### src/rtl/pred_sched.sv
// pred_sched: owns the single-port PHT -- clear sweep after reset, IF lookups, and EX counter updates
// buffered in a small FIFO. Defining PRED_SCHED_STATS_EN adds saturating drop_cnt / deny_cnt outputs.
module pred_sched #(
    parameter int unsigned IDX_W  = 8,
    parameter int unsigned QDEPTH = 4
) (
    input  logic             clk,
    input  logic             rst,
    input  logic             if_req,
    input  logic [IDX_W-1:0] if_idx,
    output logic             if_gnt,
    output logic             pred_valid,
    output logic             pred_taken,
    input  logic             ex_valid,
    input  logic [IDX_W-1:0] ex_idx,
    input  logic             ex_taken,
    output logic             init_done,
    output logic             tbl_en,
    output logic             tbl_we,
    output logic [IDX_W-1:0] tbl_addr,
    output logic [1:0]       tbl_wdata,
    input  logic [1:0]       tbl_rdata
`ifdef PRED_SCHED_STATS_EN
    ,
    output logic [15:0]      drop_cnt,
    output logic [15:0]      deny_cnt
`endif
);
    localparam int unsigned PTR_W = $clog2(QDEPTH);
    localparam logic [PTR_W:0] FULL_CNT = QDEPTH[PTR_W:0];

    typedef enum logic [1:0] {INIT, IDLE, UPD} state_t;

    state_t           r_state;
    logic [IDX_W-1:0] r_sweep;
    logic [IDX_W-1:0] r_fifo_idx [QDEPTH];
    logic             r_fifo_tkn [QDEPTH];
    logic [PTR_W-1:0] r_wp;
    logic [PTR_W-1:0] r_rp;
    logic [PTR_W:0]   r_count;
    logic [IDX_W-1:0] r_upd_idx;
    logic             r_upd_tkn;
    logic             r_init_done;
    logic             r_pred_valid;

    logic             w_full;
    logic             w_nempty;
    logic             w_pop;
    logic             w_push;
    logic             w_gnt;
    logic [1:0]       w_next_ctr;

    assign w_full   = (r_count == FULL_CNT);
    assign w_nempty = (r_count != '0);
    // A full FIFO takes the port ahead of IF so EX updates are never lost to a steady lookup stream
    assign w_pop    = (r_state == IDLE) && w_nempty && (w_full || !if_req);
    assign w_gnt    = (r_state == IDLE) && if_req && !w_pop;
    assign w_push   = ex_valid && (!w_full || w_pop);

    always_comb begin
        w_next_ctr = tbl_rdata;
        if (r_upd_tkn) begin
            if (tbl_rdata != 2'b11) w_next_ctr = tbl_rdata + 2'd1;
        end else begin
            if (tbl_rdata != 2'b00) w_next_ctr = tbl_rdata - 2'd1;
        end
    end

    // Port drive is combinational so the first clear write lands in the first cycle out of reset
    always_comb begin
        tbl_en    = 1'b0;
        tbl_we    = 1'b0;
        tbl_addr  = '0;
        tbl_wdata = '0;
        if (!rst) begin
            case (r_state)
                INIT: begin
                    tbl_en   = 1'b1;
                    tbl_we   = 1'b1;
                    tbl_addr = r_sweep;
                end
                IDLE: begin
                    if (w_pop) begin
                        tbl_en   = 1'b1;
                        tbl_addr = r_fifo_idx[r_rp];
                    end else if (if_req) begin
                        tbl_en   = 1'b1;
                        tbl_addr = if_idx;
                    end
                end
                UPD: begin
                    tbl_en    = 1'b1;
                    tbl_we    = 1'b1;
                    tbl_addr  = r_upd_idx;
                    tbl_wdata = w_next_ctr;
                end
                default: ;
            endcase
        end
    end

    assign if_gnt     = !rst && w_gnt;
    assign pred_valid = !rst && r_pred_valid;
    assign pred_taken = pred_valid && tbl_rdata[1];
    assign init_done  = !rst && r_init_done;

    always_ff @(posedge clk) begin
        if (rst) begin
            r_state      <= INIT;
            r_sweep      <= '0;
            r_wp         <= '0;
            r_rp         <= '0;
            r_count      <= '0;
            r_upd_idx    <= '0;
            r_upd_tkn    <= 1'b0;
            r_init_done  <= 1'b0;
            r_pred_valid <= 1'b0;
        end else begin
            r_pred_valid <= w_gnt;
            case (r_state)
                INIT: begin
                    r_sweep <= r_sweep + 1'b1;
                    if (r_sweep == '1) begin
                        r_state     <= IDLE;
                        r_init_done <= 1'b1;
                    end
                end
                IDLE: begin
                    if (w_pop) begin
                        r_upd_idx <= r_fifo_idx[r_rp];
                        r_upd_tkn <= r_fifo_tkn[r_rp];
                        r_state   <= UPD;
                    end
                end
                UPD:     r_state <= IDLE;
                default: r_state <= INIT;
            endcase

            if (w_push) begin
                r_fifo_idx[r_wp] <= ex_idx;
                r_fifo_tkn[r_wp] <= ex_taken;
                r_wp             <= r_wp + 1'b1;
            end
            if (w_pop) r_rp <= r_rp + 1'b1;
            case ({w_push, w_pop})
                2'b10:   r_count <= r_count + 1'b1;
                2'b01:   r_count <= r_count - 1'b1;
                default: ;
            endcase
        end
    end

`ifdef PRED_SCHED_STATS_EN
    logic [15:0] r_drop_cnt;
    logic [15:0] r_deny_cnt;
    logic        w_drop;
    logic        w_deny;

    assign w_drop = ex_valid && w_full && !w_pop;
    assign w_deny = if_req && !w_gnt && r_init_done;

    always_ff @(posedge clk) begin
        if (rst) begin
            r_drop_cnt <= '0;
            r_deny_cnt <= '0;
        end else begin
            if (w_drop && (r_drop_cnt != '1)) r_drop_cnt <= r_drop_cnt + 1'b1;
            if (w_deny && (r_deny_cnt != '1)) r_deny_cnt <= r_deny_cnt + 1'b1;
        end
    end

    assign drop_cnt = r_drop_cnt;
    assign deny_cnt = r_deny_cnt;
`endif
endmodule

### config.mk
export PLATFORM = sky130hd
export DESIGN_NAME = pred_sched
export DESIGN_NICKNAME = d
export VERILOG_FILES = /design/src/rtl/pred_sched.sv
export SDC_FILE = /design/constraint.sdc
export NUM_CORES = 1
export LEC_CHECK = 0
export BUFFER_PORTS_ARGS = -buffer_cell sky130_fd_sc_hd__buf_4
export CAP_MARGIN = 10
export CORE_ASPECT_RATIO = 1.25
export CORE_UTILIZATION = 50
export CTS_CLUSTER_SIZE = 8
export DETAILED_ROUTE_END_ITERATION = 10
export PLACE_DENSITY = 0.7
export SYNTH_ARGS = -nofsm -noshare
export SYNTH_HDL_FRONTEND = slang
export SYNTH_SLANG_ARGS = --single-unit
### constraint.sdc
create_clock -name clk -period 6.3 [get_ports clk]
set_clock_uncertainty 0.05 [all_clocks]
set_input_delay 0.315 -clock clk [delete_from_list [all_inputs] [get_ports clk]]
set_output_delay 0.315 -clock clk [all_outputs]
set_load 0.05 [all_outputs]
; ---- Yosys cells after proc, flatten, opt, wreduce, memory -nomap -nowiden
; Memories as Yosys holds them, arrays and structs flattened. A register that Yosys moved wholly into a read port is not among the register bits.
; Index checks and enable logic that the tools add are counted.
; W data, S select, Z words.
[classes]
n_addsub = 7
multipliers = 0
div_mod_pow = 0
n_lt_le_gt_ge = 0
n_eq_ne = 9
shifts = 0
muxes = 24
bitwise = 0
reduce_logical = 23
[ops]
columns = cell, n
row1 = $mux W8, 3
row2 = $pmux W8 S3, 1
row3 = $mux W2, 9
row4 = $logic_and A1 B1 Y1, 9
row5 = $add A8 B1 Y8 const B, 1
row6 = $eq A8 B8 Y1 const B, 1
row7 = $mux W1, 8
row8 = $add A2 B1 Y2 const B, 3
row9 = $ne A2 B2 Y1 const B, 3
row10 = $pmux W2 S3, 1
row11 = $pmux W3 S2, 1
row12 = $reduce_and A2 Y1, 3
row13 = $eq A2 B1 Y1 const B, 2
row14 = $eq A2 B2 Y1 const B, 2
row15 = $logic_not A1 Y1, 4
row16 = $reduce_bool A2 Y1, 2
row17 = $add A3 B1 Y3 const B, 1
row18 = $eq A3 B3 Y1 const B, 1
row19 = $reduce_bool A3 Y1, 1
row20 = $sub A3 B1 Y3 const B, 1
row21 = $logic_not A2 Y1, 1
row22 = $logic_or A1 B1 Y1, 2
row23 = $pmux W1 S2, 1
row24 = $reduce_or A2 Y1, 1
row25 = $sub A2 B1 Y2 const B, 1
[word_totals]
regBits = 27
latch_bits = 0
ramBits = 36
mem_bits_ro = 0
output_inout_bits = 16
mem_count = 2
[mem_list]
columns = name, words, word_bits, rd, rd_clocked_by_memory_dff, write_ports, line_no
row1 = r_fifo_idx, 4, 8, 1, 1, 1, 36  ; logic [IDX_W-1:0] r_fifo_idx [QDEPTH];
row2 = r_fifo_tkn, 4, 1, 1, 1, 1, 37  ; logic r_fifo_tkn [QDEPTH];

; ---- Logic depth before layout (Yosys ltp)
; Gate-level depths: netlist (run 1).
[depth]
depth_word = 8
ltp_mapped = 10

; ---- Least setup slack after synthesis (run 1)
; Ideal clock, no wire load.
[synth_timing]
path_kind = register to output
startpoint = register r_state[0]
endpoint = output port if_gnt
arrival_ps = 1976
setup_slack_ps = 3959
stages_incl_launch_ff = 6
n_path_buf = 2
path_cell_list = dfxtp_1 buf_2 nor2b_1 buf_2 nand2_1 nor3_1
[synth_between]
elab_chain_len = 6
[synth_rtl]
columns = element, line_no
row1 = "start, declared", 34  ; state_t r_state;
row2 = "start signal, assigned", 109  ; r_state <= INIT;
row3 = "start signal, assigned", 124  ; r_state <= IDLE;
row4 = "start signal, assigned", 132  ; r_state <= UPD;
row5 = $eq A2 B1 Y1 *, "56, 57"
row6 = $logic_and A1 B1 Y1 (2 in series), 56  ; assign w_pop = (r_state == IDLE) && w_nempty && (w_full || !if_req);
row7 = $logic_not A1 Y1, 57  ; assign w_gnt = (r_state == IDLE) && if_req && !w_pop;
row8 = $logic_and A1 B1 Y1 *, 57
row9 = $logic_and A1 B1 Y1 *, 102  ; assign if_gnt = !rst && w_gnt;
row10 = "end, declared", 11  ; output logic if_gnt,
; Every way passes the cells marked *; elsewhere a longest branch is shown, timed or not.

; ---- Worst setup path in the final report (run 1)
[layout_timing]
startpoint = register r_state[0]
endpoint = output port tbl_addr[1]
[layout_between]
elab_chain_len = 6
[layout_rtl]
columns = element, line_no
row1 = $eq A2 B1 Y1, "56, 76"
row2 = $logic_and A1 B1 Y1 (2 in series), 56
row3 = $mux W8, 83  ; if (w_pop) begin
row4 = $pmux W8 S3 *, 76  ; case (r_state)
row5 = $mux W8 *, 75  ; if (!rst) begin
row6 = "end, declared", 20  ; output logic [IDX_W-1:0] tbl_addr,
; Marks and branches as above.

==> flow_metrics.py, run 1 <==
metrics = {
    "detailed_routing": {
        "post_drt_wl_per_cell_microns": 15.6,
        "ant_nets": 0,
        "viasPerCell": 5.68,
        "first_pass_iters": 4,
        "vias": 2159,
        "drt_iter0_markers": 130,
        "drc": 0,
        "wirelength_mm": 5.94,
    },
    "timing": {
        "worst_slack_ns": 3.41,
        "hold_violations": 0,
        "setup_viol": 0,
        "tightestPinTransition_ns": 1.14,
        "timing.fmax_mhz": 346,
        "max_slew_margin_pct": 23.1,
        "min_period_over_period_pct": 45.9,
        "rsz0062_at_grt": "no",
        "final.setup.tns_ns": 0,
        "fin_crit_ns": 2.89,
        "slew_viol_final": 0,
    },
    "flow_run": {
        "drv_cap": 0,
    },
    "critical_path": {
        "startpoint_type": "flip-flop",
        "crit_end": "tbl_addr[1]",
        "rrSetupSlack_ns": 3.43,
        "r2r_end": "r_count[2]$_SDFFE_PP0P_",
        "arrival_ns": 2.53,
        "required_ns": 5.93,
        "startpoint": "r_state[0]$_SDFFE_PP0P_",
        "crit_type": "flip-flop to output pin",
        "timing.rr.start": "r_state[1]$_SDFFE_PP0P_",
        "reg2reg_depth": 9,
        "path_max_fanout": 20,
        "crit_path_end_kind": "output pin",
    },
    "power": {
        "powerDensity_mw_per_mm2": 260,
        "leakage_nw": 1.24,
        "irDropWorstVdd_mv": 0.186,
        "power_mw": 0.950,
    },
    "cells_and_area": {
        "fillers": 491,
        "final_nets": 323,
        "drive_gt1_share_pct": 25.8,
        "antennaDiodeCount": 0,
        "final_cell_area_sq_mm": 0.00365,
        "syn_to_final_growth_pct": 18.0,
    },
    "placed_design": {
        "dp_hpwl_mm": 4.14,
        "dpl-instance-area_sq_mm": 0.00341,
        "place_ws_ns": 3.33,
        "routabilityCongestion": 0.842,
        "port_buffers": 38,
    },
    "logic_synthesis": {
        "synth_area_leaders": "edfxtp_1 35%, dfxtp_1 19%, mux4_2 6.6%",
        "syn_nets": 290,
        "synth.top_cell.area_share_pct": 34.9,
        "yosysTopAreaCell": "edfxtp_1",
        "synthFlopType": "edfxtp_1",
        "async_reset_ff_share_pct": 0,
        "synth_edf_count": 36,
        "yosysUniqueCellTypes": 43,
        "syn-cell-area_sq_mm": 0.00309,
        "yosys_warnings": 0,
        "postSynthAreaPerCell_sq_um": 11.9,
        "ys_seq_area_share_pct": 54.3,
        "synth-seq-cells": 66,
        "synth_cells": 260,
    },
    "clock_network": {
        "ctsHoldBuffers": 0,
        "path_clk_slew_ns": 0.08,
        "cts_tree": "built",
        "post_cts_resized": 0,
        "post_cts.repair.setup_buffers": 0,
        "cts-buffers-inserted": 9,
        "cts-root-buf": "clkbuf_8",
        "clock_sinks": 66,
        "clockBufferDepth": 2,
        "clk_latency_ns": 0.35,
        "htreeDepth": 3,
    },
    "global_routing": {
        "grt_use_total_pct": 20.3,
        "use_met3_pct": 3.59,
        "grt_pass1_wl_mm": 10.0,
        "grt_antenna_before_repair": 0,
        "met1_usage_pct": 26.8,
        "grt_pass1_vias": 2015,
        "grt_busiest_layer": "met2",
        "gr-total-overflow": 0,
        "met2_usage_pct": 32.2,
        "grt_max_degree": 43,
    },
    "floorplanning": {
        "dieHeight_microns": 90.0,
        "fp.dieW_microns": 72.4,
        "ioPinCount": 39,
        "start_util_pct": 52.5,
        "core-area_sq_mm": 0.00590,
        "std_cell_rows": 31,
        "dieArea_sq_mm": 0.00651,
    },
    "min_path": {
        "hp-class": "primary input to flip-flop",
    },
    "outcome": {
        "status": "completed",
    },
}
worst max-delay path, cell delays in order (launching register included):
cell,delay (ns)
dfxtp_1,0.74
nor2b_1,0.70
nand4_1,0.26
a21oi_1,0.24
buf_4,0.22
metrics by stage:
stage,instances,utilization (%),hold WS (ns)
global route,380,61.9,0.110
CTS,379,61.7,0.106
finish,380,61.9,0.113
detailed placement,363,57.9,0.413
global placement,363,57.9,0.407
floorplan,260,-,0.364
how the worst min path moves through the flow:
stage / cells after the start / start / end / slack (ns)
4_1_cts: 1 / ex_idx[5] / r_fifo_idx[0][5]$_DFFE_PP_ / 0.11
3_3_place_gp: 1 / r_init_done$_SDFFE_PP0P_ / r_init_done$_SDFFE_PP0P_ / 0.41
3_5_place_dp: 1 / r_init_done$_SDFFE_PP0P_ / r_init_done$_SDFFE_PP0P_ / 0.41
2_1_floorplan: 0 / ex_idx[0] / r_fifo_idx[0][0]$_DFFE_PP_ / 0.36
5_1_grt: 1 / ex_idx[5] / r_fifo_idx[0][5]$_DFFE_PP_ / 0.11
6_report: 1 / ex_idx[5] / r_fifo_idx[0][5]$_DFFE_PP_ / 0.11
flip-flops by register name, indices dropped and copies added (netlist names), named ones only:
register / flops
r_pred_valid: 1
r_fifo_tkn: 4
r_init_done: 1
r_state: 2
r_wp: 2
r_count: 3
r_rp: 2
r_fifo_idx: 32
r_upd_idx: 8
r_upd_tkn: 1
r_sweep: 8
cell type report:
| cell class | instances | area (sq um) | area share (%) |
|---|---|---|---|
| clock buffers | 9 | 124 | 3.39 |
| repair buffers | 43 | 320 | 8.78 |
| inverters | 11 | 41.3 | 1.13 |
| clock inverters | 7 | 101 | 2.78 |
| flip-flops and latches | 66 | 1680 | 46.1 |
| well taps | 82 | 103 | 2.81 |
| multi-input cells | 162 | 1280 | 35.0 |
where the power goes:
| part | total [mW] | switching (mW) | internal (mW) | leakage [nW] |
|---|---|---|---|---|
| sequential | 0.473 | 0.00854 | 0.465 | 0.570 |
| combinational | 0.0778 | 0.0472 | 0.0306 | 0.565 |
| clock | 0.399 | 0.174 | 0.225 | 0.106 |
| total | 0.950 | 0.230 | 0.720 | 1.24 |
metal layers:
metal  part of all wire (%)  wire, microns
met5                      0              0
met4                    1.7            102
met3                    3.8            227
met2                     50           2940
met1                     45           2670
cells in the mapped netlist (all sizes together), types with 9 or more instances:
| cell type | count |
|---|---|
| edfxtp | 36 |
| nand4 | 10 |
| buf | 11 |
| inv | 11 |
| o31ai | 11 |
| a21oi | 28 |
| dfxtp | 30 |
| mux4 | 9 |
| nor2 | 12 |
| clkbuf | 10 |
| mux2i | 9 |
| nand2 | 11 |
placed cells by master, fill, tap and decap left out, types with 5 or more instances in the layout:
master    Yosys  routed
buf_4         0      42
edfxtp_1     36      36
dfxtp_1      30      30
a21oi_1      28      28
nor2_1       12      12
inv_1        11      11
nand2_1      11      11
o31ai_1      11      11
nand4_1      10      10
mux2i_1       9       9
mux4_2        9       9
clkbuf_8      0       9
o32a_1        8       8
o21ai_0       6       6
nor3_1        6       6
ha_1          6       6
nor3b_1       6       5
or3_1         5       5
kinds of logic after synthesis:
family	after synthesis	share of synthesized area, %
AOI/OAI and AO/OA	61	13.0
xor gates and xnor gates	4	1.13
adders and majority gates	9	3.72
buffers and inverters	32	4.49
DFF	66	54.3
muxes	20	10.2
and+or+nand+nor	68	13.1
No activity file was read; power rests on OpenSTA's default activity.
==> run 2, diff against run 1 <==
==> constraint.sdc (replaced) <==
create_clock -name clk -period 3 [get_ports clk]
set_clock_uncertainty 0.05 [all_clocks]
set_input_delay 0.15 -clock clk [delete_from_list [all_inputs] [get_ports clk]]
set_output_delay 0.15 -clock clk [all_outputs]
set_load 0.05 [all_outputs]
==> run 2 against run 1 <==
Clock-buffer cell count is the same. Global-route usage grew 0.12 points. Wire length up 2.0%. Via count up 0.37%. Flip-flop and latch count stayed put. Sequential share of layout area decreased by 1.3 points. Critical path depth up 4. Clock power is 92% higher. Register-to-register slack got worse by 2.8 ns. Hold slack lost 0.036 ns. Sequential power is 110% higher. Critical path type is now flip-flop to flip-flop.
==> flow_metrics.py, run 2 (synthesis results as in run 1) <==
metrics = {
    "cells_and_area": {
        "antennaDiodeCount": 0,
        "syn_to_final_growth_pct": 21.4,
        "top_register": "r_fifo_idx",
        "final_common_cell": "buf_4",
        "largest_reg_flops": 32,
        "fillers": 477,
        "reg_top3": "r_fifo_idx: 32 flops, r_sweep: 8 flops, r_upd_idx: 8 flops",
        "drive_gt1_share_pct": 26.0,
        "final_nets": 337,
        "final_cell_mix": "48 x buf_4, 36 x edfxtp_1, 30 x dfxtp_1, 28 x a21oi_1, 12 x nor2_1",
        "utilization_pct": 63.7,
    },
    "floorplanning": {
        "core-area_sq_mm": 0.00590,
        "dieHeight_microns": 90.0,
        "fp.dieW_microns": 72.4,
        "std_cell_rows": 31,
        "dieArea_sq_mm": 0.00651,
        "ioPinCount": 39,
        "start_util_pct": 52.5,
    },
    "global_routing": {
        "grt_use_total_pct": 20.4,
        "grt_pass1_vias": 2093,
        "grt_antenna_before_repair": 0,
        "grt_max_degree": 43,
        "gr-total-overflow": 0,
        "grt_pass1_wl_mm": 10.1,
    },
    "timing": {
        "setup_viol": 0,
        "hold_violations": 0,
        "max_slew_margin_pct": 65.2,
        "tightestPinTransition_ns": 0.522,
        "timing.fmax_mhz": 419,
        "final.setup.tns_ns": 0,
        "rsz0062_at_grt": "no",
        "min_period_over_period_pct": 79.5,
        "slew_viol_final": 0,
        "fin_crit_ns": 2.39,
    },
    "critical_path": {
        "cp_num_cells": 8,
        "startpoint_type": "flip-flop",
        "crit_chain": "o21a_1, nor3_1, ha_1, inv_1, fa_1, xor2_1, or3_1, a21oi_1",
        "critPathTopFamily": "adder cells",
        "crit_buf_inv": 1,
        "crit_path_end_kind": "flip-flop",
        "path_max_fanout": 13,
        "arrival_ns": 2.62,
        "crit_type": "flip-flop to flip-flop",
        "required_ns": 3.24,
        "max_stage_delay_ns": 0.39,
        "slowest_stage": "dfxtp_1",
        "reg2reg_depth": 8,
    },
    "flow_run": {
        "drv_cap": 0,
    },
    "placed_design": {
        "routabilityCongestion": 0.841,
        "dp_hpwl_mm": 4.21,
        "port_buffers": 38,
    },
    "clock_network": {
        "cts_tree": "built",
        "htreeDepth": 3,
        "post_cts.repair.setup_buffers": 0,
        "cts-buffers-inserted": 9,
        "ctsHoldBuffers": 9,
        "clock_sinks": 66,
        "clockBufferDepth": 2,
        "post_cts_resized": 0,
        "cts-root-buf": "clkbuf_8",
        "clk_latency_ns": 0.35,
        "path_clk_slew_ns": 0.08,
    },
    "outcome": {
        "status": "completed",
    },
    "detailed_routing": {
        "viasPerCell": 5.50,
        "first_pass_iters": 4,
        "wirelength_mm": 6.06,
        "ant_nets": 0,
        "drt_iter0_markers": 207,
        "post_drt_wl_per_cell_microns": 15.4,
        "vias": 2167,
        "drc": 0,
    },
    "min_path": {
        "hp-class": "primary input to flip-flop",
        "hold_depth": 3,
    },
    "power": {
        "powerDensity_mw_per_mm2": 516,
        "irDropWorstVdd_mv": 0.603,
        "leakage_nw": 1.30,
    },
}
==> run 2: per-layer routing <==
metal	wire, microns	share of wire, %	track usage (%)
met1	2550	42	24.0
met2	3200	53	35.4
met3	239	3.9	5.27
met4	68	1.1	7.35
met5	0	0	0
==> run 2: metrics by stage <==
| step | hold WS [ns] | instance area (sq um) | power, mW | instances | setup slack [ns] |
|---|---|---|---|---|---|
| floorplan | 0.199 | 3090 | 1.12 | 260 | 0.791 |
| global placement | 0.301 | 3460 | 1.17 | 369 | 0.680 |
| detailed placement | 0.303 | 3460 | 1.18 | 369 | 0.625 |
| CTS | 0.0608 | 3750 | 1.95 | 394 | 0.600 |
| global route | 0.0771 | 3750 | 2.01 | 394 | 0.403 |
| finish | 0.0765 | 3750 | 1.94 | 394 | 0.614 |
==> run 2: area by class of cell <==
type / instances / area [sq um] / share of cell area (%)
timing repair buffer: 57 / 450 / 12.0
inverter: 11 / 41.3 / 1.10
multi-input combinational: 162 / 1270 / 33.9
tap: 82 / 103 / 2.73
sequential: 66 / 1680 / 44.8
clock inverter: 7 / 81.3 / 2.17
clock buffer: 9 / 124 / 3.30
==> run 2: worst min-delay path: cells and delay by family <==
kind	cells	cell delay (ns)
buf+inv	1	0.16
simple gates	2	0.12
==> run 2: path summary, 6_finish.rpt <==
kind / slack, ns / from / endpoint
worst max-delay path: 0.61 / r_count[0]$_SDFFE_PP0P_ / r_count[2]$_SDFFE_PP0P_
worst min-delay path: 0.08 / if_req / r_pred_valid$_SDFF_PP0_
worst max register to register: 0.61 / r_count[0]$_SDFFE_PP0P_ / r_count[2]$_SDFFE_PP0P_
worst min register to register: 0.43 / r_init_done$_SDFFE_PP0P_ / r_init_done$_SDFFE_PP0P_
==> run 2: power by group <==
group	total, mW	internal (mW)	leakage, nW	switching (mW)
logic	0.175	0.0746	0.628	0.100
clock network	0.768	0.398	0.102	0.370
registers	0.993	0.976	0.570	0.0176
total	1.94	1.45	1.30	0.488
